## src/rtl/ddr2_led_blink.sv

```systemverilog
// Heartbeat divider: free-running HB_BITS counter that flips tgl each time it
// wraps while enabled.
module ddr2_led_blink #(
    parameter int HB_BITS = 24
) (
    input  logic clk,
    input  logic rst_n,
    input  logic en,
    output logic tgl
);
    logic [HB_BITS-1:0] div_q;

    always_ff @(posedge clk or negedge rst_n) begin
        if (!rst_n) begin
            div_q <= '0;
            tgl   <= 1'b0;
        end else if (en) begin
            div_q <= div_q + HB_BITS'(1);
            if (&div_q)
                tgl <= ~tgl;
        end
    end
endmodule

```

## config.mk

```make
export PLATFORM = sky130hd
export DESIGN_NAME = ddr2_led_blink
export DESIGN_NICKNAME = d
export VERILOG_FILES = /design/src/rtl/ddr2_led_blink.sv
export SDC_FILE = /design/constraint.sdc
export NUM_CORES = 1
export LEC_CHECK = 0
export ABC_CLOCK_PERIOD_IN_PS = 2150
export BUFFER_PORTS_ARGS = -buffer_cell sky130_fd_sc_hd__buf_2
export CORE_MARGIN = 2
export CORE_UTILIZATION = 45
export DETAILED_ROUTE_END_ITERATION = 8
export PLACE_DENSITY = 0.68
export SYNTH_ARGS = -nofsm -noshare
export SYNTH_HDL_FRONTEND = slang
export SYNTH_SLANG_ARGS = --single-unit
```

## constraint.sdc

```tcl
create_clock -name clk -period 2.15 [get_ports clk]
set_clock_uncertainty 0.15 [all_clocks]
set_input_delay 0.1075 -clock clk [delete_from_list [all_inputs] [get_ports clk]]
set_output_delay 0.1075 -clock clk [all_outputs]
set_load 0.02 [all_outputs]
```

==> results of run 1 <==
-- placed cells by master (no fill, tap or decap) --
cell type / instances
inv_1: 2
nand2_1: 8
nor3_1: 2
buf_2: 3
nand4_1: 8
nor2_1: 3
nand4_4: 1
nand4_2: 1
and4_1: 2
or3_4: 1
and4_2: 1
nor4_2: 1
xor2_1: 6
clkinvlp_4: 1
dfrtp_1: 25
nor4_4: 1
mux2_2: 1
dlygate4sd3_1: 2
clkbuf_4: 3
xnor2_1: 18
nand3_1: 8
ha_1: 1
-- stage by stage --
stage | utilization | instance area (µm²) | power, mW
6_report | 0.505 | 1220 | 0.989
5_1_grt | 0.505 | 1220 | 1.07
4_1_cts | 0.505 | 1220 | 1.00
3_5_place_dp | 0.484 | 1170 | 0.787
3_3_place_gp | 0.484 | 1170 | 0.774
2_1_floorplan | - | 1120 | 0.734
-- area by class of cell --
cell class / instances / area [µm²] / share of cell area
repair buffers: 5 / 35.0 / 0.0288
multi-input cells: 63 / 482 / 0.396
inverters: 2 / 7.51 / 0.00617
clock inverters: 1 / 7.51 / 0.00617
clock buffers: 3 / 22.5 / 0.0185
flip-flops and latches: 25 / 626 / 0.514
well taps: 30 / 37.5 / 0.0308
-- layer usage --
layer,share of wire,routed length [µm],vias to the layer above,track usage
li1,-,-,337,-
met1,0.48,787,318,0.197
met5,0,0,-,0
met4,0.024,39,0,0.0897
met3,0.026,43,5,0.0250
met2,0.47,786,6,0.220
-- worst max path at each step --
| stage | start | endpoint | slack (ns) | depth (start not counted) |
|---|---|---|---|---|
| 6_report | div_q[0]$_DFFE_PN0P_ | div_q[18]$_DFFE_PN0P_ | 0.40 | 5 |
| 5_1_grt | div_q[0]$_DFFE_PN0P_ | div_q[12]$_DFFE_PN0P_ | 0.20 | 5 |
| 4_1_cts | div_q[0]$_DFFE_PN0P_ | div_q[18]$_DFFE_PN0P_ | 0.39 | 5 |
| 3_5_place_dp | div_q[0]$_DFFE_PN0P_ | div_q[18]$_DFFE_PN0P_ | 0.40 | 5 |
| 3_3_place_gp | div_q[0]$_DFFE_PN0P_ | div_q[18]$_DFFE_PN0P_ | 0.41 | 5 |
| 2_1_floorplan | div_q[9]$_DFFE_PN0P_ | tgl$_DFFE_PN0P_ | 0.61 | 4 |
-- power groups by stage --
stage	Combinational, mW	Clock (mW)	Sequential [mW]
2_1_floorplan	0.115	0	0.619
3_3_place_gp	0.139	0	0.635
3_5_place_dp	0.145	0	0.642
4_1_cts	0.147	0.223	0.633
5_1_grt	0.171	0.246	0.648
6_report	0.143	0.215	0.632
-- registers in the layout, indices dropped and copies added (netlist names) --
name	flops
div_q	24
tgl	1
-- cells in the mapped netlist, drive strengths merged --
master	number	area, µm²
and4	3	27.5
buf	1	7.51
dfrtp	25	626
ha	1	12.5
inv	2	7.51
mux2	1	11.3
nand2	8	30.0
nand3	8	40.0
nand4	10	83.8
nor2	3	11.3
nor3	2	10.0
nor4	2	33.8
or3	1	11.3
xnor2	18	158
xor2	6	52.6
-- kinds of logic (layout without fill, tap and decap cells) --
kind of cell	count (synthesis)	count (layout)	synth area share
fa+ha+maj	1	1	0.0111
simple gates	37	37	0.221
buf+inv	3	11	0.0134
xor+xnor	24	24	0.187
mux	1	1	0.0100
flops	25	25	0.557
-- worst reg2reg max path: cells and delay by family, from the launching register on --
| family | cells | cell delay [ns] |
|---|---|---|
| fa+ha+maj | 1 | 0.28 |
| simple gates | 3 | 0.60 |
| xor+xnor | 1 | 0.15 |
| flops | 1 | 0.48 |
==> out/qor.txt, run 1 <==
TritonCTS buffer count = 3
Antenna Cells = 0
Post-Syn Instances = 91
Type of origin of the critical path = flop
Final ANT Viol Nets = 0
Worst-Margin Slew = 0.551 ns
Seq/Total Area, Yosys = 0.557
Setup slack, reg-to-reg = 0.40 ns
Core area = 2410 µm²
Nets@finish = 104
R2r worst-path depth = 5
Unrepaired setup endpoints after global routing = false
R2r startpoint = div_q[0]$_DFFE_PN0P_
Final WS setup = 0.404 ns
Crit path capture type = flop
Syn Nets = 95
DRC violation count after routing = 0
Number of antenna violations at the first check in global routing = 0
Io pins = 4
CTS sink cnt = 25
Post_cts resized = 0
Vias per inst = 5.16
Layout cells sized above 1 = 0.141
Port bufs = 3
Sw Ratio = 0.314
Grt total ovfl = 0
Reg power frac = 0.639
Tot GR Track Use = 0.146
Fillers = 205
DRT iter0 DRCs = 4
Min cycle time layout = 1.75 ns
Logic pwr share = 0.144
Die Area = 2910 µm²
Total number of vias = 666
Initial Utilization = 0.466
Die X = 53.9 µm
Cell Pwr Density = 813 nW/µm²
Slew HR = 0.632
Die Y = 53.9 µm
Hold slack = 0.131 ns
First-pass GRT wire length = 2.91 mm
NetSw = 0.310 mW
Ratio of final minimum period to clock period = 0.812
First-pass detailed-route iteration total = 4
Internal Power = 0.679 mW
Area growth, synth to finish = 8.47%
Pre-CTS setup slack = 0.398 ns
Outcome = finished clean
Fmax = 573 MHz
Synth cell types = 19
CP Max Fanout = 6
Yosys reg bits = 25
Setup CP Type = reg -> reg
Slowest-stage cell, CP = dfrtp_1
H-tree depth = 1
GPL Wtd Cong = 0.706
Slew Viols, Final = 0
Clock buffer depth = 2
Clock share of power = 0.217
Top cell family by delay on the critical path = simple AND/OR/NAND/NOR gates
Hold/Removal Path Class = in -> async
Routed wire length = 1.66 mm
CP cell instances = ha_1 > nand3_1 > nor4_2 > nand4_1 > xnor2_1
Max-cap violation count = 0
Clock latency at the later pin of the worst-skew pair = 0.32 ns
Leakage = 0.543 nW
Post-Syn Area per Cell = 12.3 µm²
Cells after DPL = 123
Vias in the first global route = 640
FP Rows = 18
WP buf/inv = 0
Dpl hpwl = 1.25 mm
Post-CTS setup buffers = 0
Setup-failing EPs final = 0
Root Driver = clkbuf_4
Pin count of the biggest net entering global routing = 26
Clock slew at reported path FFs = 0.14 ns
Post-Syn Area = 1120 µm²
CTS tree = done
Final cell count without fillers = 129
Max VDD drop = 535 µV
Setup TNS = 0 ns
Yosys warnings = 0
CP required = 2.23 ns
Final hold viol count = 0
Worst R2R End = div_q[18]$_DFFE_PN0P_
Avg WL per Cell = 12.8 µm
WP data arrival = 1.83 ns
Slowest Stage Delay on Critical Path = 0.48 ns
Hold buffers post-CTS = 2
(Power assumes the default switching activity.)
==> inputs of run 2 (changes only) <==
--- a/config.mk
+++ b/config.mk
@@ -5,7 +5,7 @@
 export SDC_FILE = /design/constraint.sdc
 export NUM_CORES = 1
 export LEC_CHECK = 0
-export ABC_CLOCK_PERIOD_IN_PS = 2150
+export ABC_CLOCK_PERIOD_IN_PS = 1700
 export BUFFER_PORTS_ARGS = -buffer_cell sky130_fd_sc_hd__buf_2
 export CORE_MARGIN = 2
 export CORE_UTILIZATION = 45
==> constraint.sdc (replaced) <==
create_clock -name clk -period 1.7 [get_ports clk]
set_clock_uncertainty 0.15 [all_clocks]
set_input_delay 0.085 -clock clk [delete_from_list [all_inputs] [get_ports clk]]
set_output_delay 0.085 -clock clk [all_outputs]
set_load 0.02 [all_outputs]
==> out/qor.txt, run 2 (synthesis results as in run 1) <==
Outcome = finished clean (unchanged)
Port bufs = 3 (unchanged)
TritonCTS buffer count = 3 (unchanged)
CP endpoint = div_q[21]$_DFFE_PN0P_ (was div_q[18]$_DFFE_PN0P_)
Final ANT Viol Nets = 0 (unchanged)
WP data arrival = 1.70 ns (was 1.83 ns)
H-tree depth = 1 (unchanged)
Root Driver = clkbuf_4 (unchanged)
Setup TNS = 0 ns (unchanged)
Cell Pwr Density = 1020 nW/µm² (was 813 nW/µm²)
Area growth, synth to finish = 18.5% (was 8.47%)
Clock latency at the later pin of the worst-skew pair = 0.32 ns (about the same)
DRC violation count after routing = 0 (unchanged)
Commonest non-fill, non-tap cells in the layout = dfrtp_1 (25), xnor2_1 (18), buf_4 (13) (was dfrtp_1 (25), xnor2_1 (18), nand2_1 (8), nand4_1 (8), nand3_1 (8))
Die Area = 2910 µm² (unchanged)
Max-cap violation count = 0 (unchanged)
Worst-Margin Slew = 0.545 ns (was 0.551 ns)
Type of origin of the critical path = input port (was flop)
Setup-failing EPs final = 0 (unchanged)
CTS sink cnt = 25 (unchanged)
Die X = 53.9 µm (unchanged)
Leakage = 0.615 nW (was 0.543 nW)
Slew Viols, Final = 0 (unchanged)
Most common cell after layout, fill and taps aside = dfrtp_1 (unchanged)
Total number of vias = 730 (was 666)
Area after DPL = 1240 µm² (was 1170 µm²)
Pre-CTS setup slack = 0.0802 ns (was 0.398 ns)
Worst setup path startpoint = en (was div_q[0]$_DFFE_PN0P_)
Fmax = 612 MHz
Die Y = 53.9 µm (unchanged)
Min cycle time layout = 1.63 ns
Io pins = 4 (unchanged)
Core area = 2410 µm² (unchanged)
Total power = 1.36 mW (was 0.989 mW)
Worst R2R End = div_q[21]$_DFFE_PN0P_ (was div_q[18]$_DFFE_PN0P_)
Top flop regs = div_q (24), tgl (1) (unchanged)
Antenna Cells = 0 (unchanged)
Clock buffer depth = 2 (unchanged)
Slew HR = 0.637 (was 0.632)
Dpl hpwl = 1.37 mm (was 1.25 mm)
Clock slew at reported path FFs = 0.13 ns (was 0.14 ns)
Max reg flops = 24 (unchanged)
Pin count of the biggest net entering global routing = 26 (unchanged)
Crit path capture type = flop (unchanged)
Final hold viol count = 0 (unchanged)
Grt total ovfl = 0 (unchanged)
R2r startpoint = div_q[4]$_DFFE_PN0P_ (was div_q[0]$_DFFE_PN0P_)
Vias in the first global route = 717 (was 640)
CP required = 1.77 ns (was 2.23 ns)
Initial Utilization = 0.466 (unchanged)
CP Max Fanout = 7 (was 6)
GPL Wtd Cong = 0.663 (was 0.706)
Nets@finish = 117 (was 104)
Hold/Removal Path Class = in -> async (unchanged)
Final Util = 0.552 (was 0.505)
Vias per inst = 5.14 (was 5.16)
Tot GR Track Use = 0.151 (was 0.146)
Final WS setup = 0.0651 ns (was 0.404 ns)
DRT iter0 DRCs = 10 (was 4)
Setup CP Type = in -> reg (was reg -> reg)
Largest Register = div_q (unchanged)
Design Area, Final = 1330 µm² (was 1220 µm²)
Unrepaired setup endpoints after global routing = false (unchanged)
Routed wire length = 1.90 mm (was 1.66 mm)
First-pass detailed-route iteration total = 4 (unchanged)
Ratio of final minimum period to clock period = 0.962
Max VDD drop = 678 µV (was 535 µV)
Number of antenna violations at the first check in global routing = 0 (unchanged)
Avg WL per Cell = 13.4 µm (was 12.8 µm)
Layout cells sized above 1 = 0.250 (was 0.141)
R2r worst-path depth = 5 (unchanged)
CTS tree = done (unchanged)
Setup slack, reg-to-reg = 0.09 ns (was 0.40 ns)
FP Rows = 18 (unchanged)
First-pass GRT wire length = 3.04 mm (was 2.91 mm)
-- run 2: power by group --
group | internal [mW] | switching, mW
Sequential | 0.672 | 0.0773
Combinational | 0.187 | 0.161
Clock | 0.0919 | 0.170
-- run 2: area by class of cell --
type                       count  area (µm²)
clock buffer                   4        26.3
fill                         197        1080
inverter                       2        7.51
multi-input combinational     63         498
sequential                    25         626
tap                           30        37.5
timing repair buffer          18         135
-- run 2: metrics by stage --
step | instances | hold WS, ns
final | 142 | 0.115
after floorplan | 91 | -0.361
after CTS | 139 | 0.131
after detailed placement | 133 | -0.0445
after global placement | 133 | -0.0491
after global routing | 142 | 0.175
-- run 2: repair_timing --
action / CTS / global route
endpoints found under the setup margin: 0 / 7
endpoints found under the hold margin: 30 / 0
gates resized for setup: 0 / 4
setup buffers: 0 / 3
hold buffers: 2 / 0
-- run 2: worst min-delay path by stage --
| stage | endpoint |
|---|---|
| 2_1_floorplan | div_q[0]$_DFFE_PN0P_ |
| 3_3_place_gp | div_q[18]$_DFFE_PN0P_ |
| 3_5_place_dp | div_q[16]$_DFFE_PN0P_ |
| 4_1_cts | div_q[2]$_DFFE_PN0P_ |
| 5_1_grt | div_q[18]$_DFFE_PN0P_ |
| 6_report | div_q[2]$_DFFE_PN0P_ |
-- run 2: critical path: stages --
cell and delay [ns]:
dlygate4sd3_1 0.52, clkbuf_4 0.18, nand4_4 0.16, nor4_4 0.30
buf_4 0.18, nand4_1 0.12, xnor2_1 0.15
-- run 2: layer usage --
layer | part of all wire | up-vias | track usage
li1 | - | 359 | -
met1 | 0.43 | 358 | 0.170
met2 | 0.52 | 8 | 0.260
met3 | 0.033 | 5 | 0.0583
met4 | 0.015 | 0 | 0.0513
met5 | 0 | - | 0
==> inputs of run 3 (changes only) <==
--- a/config.mk
+++ b/config.mk
@@ -7,6 +7,7 @@
 export LEC_CHECK = 0
 export ABC_CLOCK_PERIOD_IN_PS = 1700
 export BUFFER_PORTS_ARGS = -buffer_cell sky130_fd_sc_hd__buf_2
+export CORE_ASPECT_RATIO = 1.4
 export CORE_MARGIN = 2
 export CORE_UTILIZATION = 45
 export DETAILED_ROUTE_END_ITERATION = 8
==> out/qor.txt, run 3 (synthesis results as in run 1) <==
Outcome = finished clean (unchanged)
Fmax = 607 MHz (was 612 MHz)
TritonCTS buffer count = 3 (unchanged)
Routed wire length = 1.83 mm (was 1.90 mm)
CP cell instances = dlygate4sd3_1 > clkbuf_4 > nand4_4 > nor4_4 > nand4_1 > xnor2_1 (was dlygate4sd3_1 > clkbuf_4 > nand4_4 > nor4_4 > buf_4 > nand4_1 > xnor2_1)
GPL Wtd Cong = 0.772 (was 0.663)
Vias per inst = 4.99 (was 5.14)
CTS tree = done (unchanged)
Slowest Stage Delay on Critical Path = 0.54 ns (was 0.52 ns)
Slowest-stage cell, CP = dlygate4sd3_1 (unchanged)
Slew HR = 0.647 (was 0.637)
Hold/Removal Path Class = in -> async (unchanged)
H-tree depth = 1 (unchanged)
Leakage = 0.604 nW (was 0.615 nW)
CTS sink cnt = 25 (unchanged)
Clock buffer depth = 2 (unchanged)
Top cell family by delay on the critical path = simple AND/OR/NAND/NOR gates (was buffers and inverters)
Vias in the first global route = 812 (was 717)
Setup slack, reg-to-reg = 0.10 ns (was 0.09 ns)
Die Y = 63.1 µm (was 53.9 µm)
Wire length on met2 = 947 µm (was 984 µm)
Tot GR Track Use = 0.159 (was 0.151)
CP required = 1.79 ns (was 1.77 ns)
WP data arrival = 1.74 ns (was 1.70 ns)
Die Area = 2920 µm² (was 2910 µm²)
R2r startpoint = div_q[11]$_DFFE_PN0P_ (was div_q[4]$_DFFE_PN0P_)
Top flop regs = div_q (24), tgl (1) (unchanged)
Antenna Cells = 0 (unchanged)
Setup-failing EPs final = 0 (unchanged)
Area growth, synth to finish = 17.4% (was 18.5%)
Most common cell after layout, fill and taps aside = dfrtp_1 (unchanged)
Logic pwr share = 0.251 (was 0.256)
FP Rows = 21 (was 18)
First-pass GRT wire length = 3.44 mm (was 3.04 mm)
Grt total ovfl = 0 (unchanged)
CP Max Fanout = 7 (unchanged)
Nets@finish = 115 (was 117)
Type of origin of the critical path = input port (unchanged)
Clock share of power = 0.204 (was 0.192)
Min cycle time layout = 1.65 ns (was 1.63 ns)
Setup CP Type = in -> reg (unchanged)
Worst R2R End = div_q[21]$_DFFE_PN0P_ (unchanged)
Clock slew at reported path FFs = 0.15 ns (was 0.13 ns)
Root Driver = clkbuf_4 (unchanged)
Reg power frac = 0.545 (was 0.551)
Max-cap violation count = 0 (unchanged)
Clock latency at the later pin of the worst-skew pair = 0.34 ns (was 0.32 ns)
Total power = 1.38 mW (was 1.36 mW)
Layout cells sized above 1 = 0.236 (was 0.250)
DRC violation count after routing = 0 (unchanged)
Die X = 46.2 µm (was 53.9 µm)
Max Used Layer = met4 (unchanged)
Ratio of final minimum period to clock period = 0.968 (was 0.962)
Final ANT Viol Nets = 0 (unchanged)
Dpl hpwl = 1.33 mm (was 1.37 mm)
Pin count of the biggest net entering global routing = 26 (unchanged)
First-pass detailed-route iteration total = 3 (was 4)
Crit path capture type = flop (unchanged)
Largest Register = div_q (unchanged)
Worst-Margin Slew = 0.530 ns (was 0.545 ns)
Number of antenna violations at the first check in global routing = 0 (unchanged)
Sw Ratio = 0.309 (was 0.300)
Total number of vias = 719 (was 730)
WL met1 = 808 µm (was 824 µm)
Core area = 2390 µm² (was 2410 µm²)
Final hold viol count = 0 (unchanged)
Cell Pwr Density = 1050 nW/µm² (was 1020 nW/µm²)
DR WL met3 = 34 µm (was 62 µm)
Internal Power = 0.954 mW (was 0.951 mW)
Max VDD drop = 702 µV (was 678 µV)
DRT iter0 DRCs = 8 (was 10)
Fillers = 208 (was 197)
R2r worst-path depth = 4 (was 5)
Cells after DPL = 136 (was 133)
Max reg flops = 24 (unchanged)
NetSw = 0.427 mW (was 0.408 mW)
WP buf/inv = 2 (was 3)
Initial Utilization = 0.469 (was 0.466)
Unrepaired setup endpoints after global routing = true (was false)
Io pins = 4 (unchanged)
Final cell count without fillers = 144 (was 142)
Port bufs = 3 (unchanged)
Commonest non-fill, non-tap cells in the layout = dfrtp_1 (24), xnor2_1 (18), buf_4 (11) (was dfrtp_1 (25), xnor2_1 (18), buf_4 (13))
Avg WL per Cell = 12.7 µm (was 13.4 µm)
Slew Viols, Final = 0 (unchanged)
-- run 3: power groups by stage --
stage          logic [mW]  clock network [mW]  registers (mW)
6_report            0.346               0.281           0.753
5_1_grt             0.403               0.315           0.768
4_1_cts             0.330               0.280           0.750
3_5_place_dp        0.324                   0           0.762
3_3_place_gp        0.316                   0           0.758
2_1_floorplan       0.146                   0           0.782
-- run 3: what timing repair did --
item,in CTS,in global routing
resized for setup,0,3
hold endpoints to repair,30,0
hold buffers,2,0
endpoints found under the setup margin,0,7
setup buffers,0,2
-- run 3: final cells by class --
cell class	count	area, µm²	area share
clock buffers	3	22.5	0.0171
clock inverters	1	7.51	0.00570
inverters	2	7.51	0.00570
multi-input cells	63	490	0.372
flip-flops and latches	25	627	0.476
well taps	34	42.5	0.0323
repair buffers	16	120	0.0912
-- run 3: worst register-to-register path, delay by kind of cell (launching register included) --
family	cells	cell delay, ns
flip-flops	1	0.40
AND/OR/NAND/NOR	3	0.82
XOR/XNOR	1	0.15
-- run 3: worst max path at each step --
stage / depth (start not counted) / slack, ns / end / start
5_1_grt: 6 / -0.05 / div_q[21]$_DFFE_PN0P_ / en
6_report: 6 / 0.05 / div_q[21]$_DFFE_PN0P_ / en
3_5_place_dp: 4 / 0.07 / div_q[21]$_DFFE_PN0P_ / div_q[11]$_DFFE_PN0P_
4_1_cts: 6 / 0.04 / div_q[17]$_DFFE_PN0P_ / en
2_1_floorplan: 4 / 0.16 / tgl$_DFFE_PN0P_ / div_q[9]$_DFFE_PN0P_
3_3_place_gp: 4 / 0.1 / tgl$_DFFE_PN0P_ / div_q[3]$_DFFE_PN0P_
-- run 3: per-stage QoR --
| step | instance area [µm²] | TNS, ns | worst slack, ns | util | hold slack, ns |
|---|---|---|---|---|---|
| after floorplan | 1120 | 0 | 0.160 | - | -0.361 |
| after global placement | 1240 | 0 | 0.0967 | 0.519 | -0.0438 |
| after detailed placement | 1240 | 0 | 0.0680 | 0.519 | -0.0508 |
| after CTS | 1290 | 0 | 0.0446 | 0.540 | 0.124 |
| after global routing | 1320 | -0.0870 | -0.0485 | 0.551 | 0.133 |
| final | 1320 | 0 | 0.0538 | 0.551 | 0.0886 |
-- run 3: layer usage --
layer	GRT usage	vias up
met5	0	-
met4	0.0643	0
met3	0.0258	5
met2	0.267	6
met1	0.194	354
li1	-	354
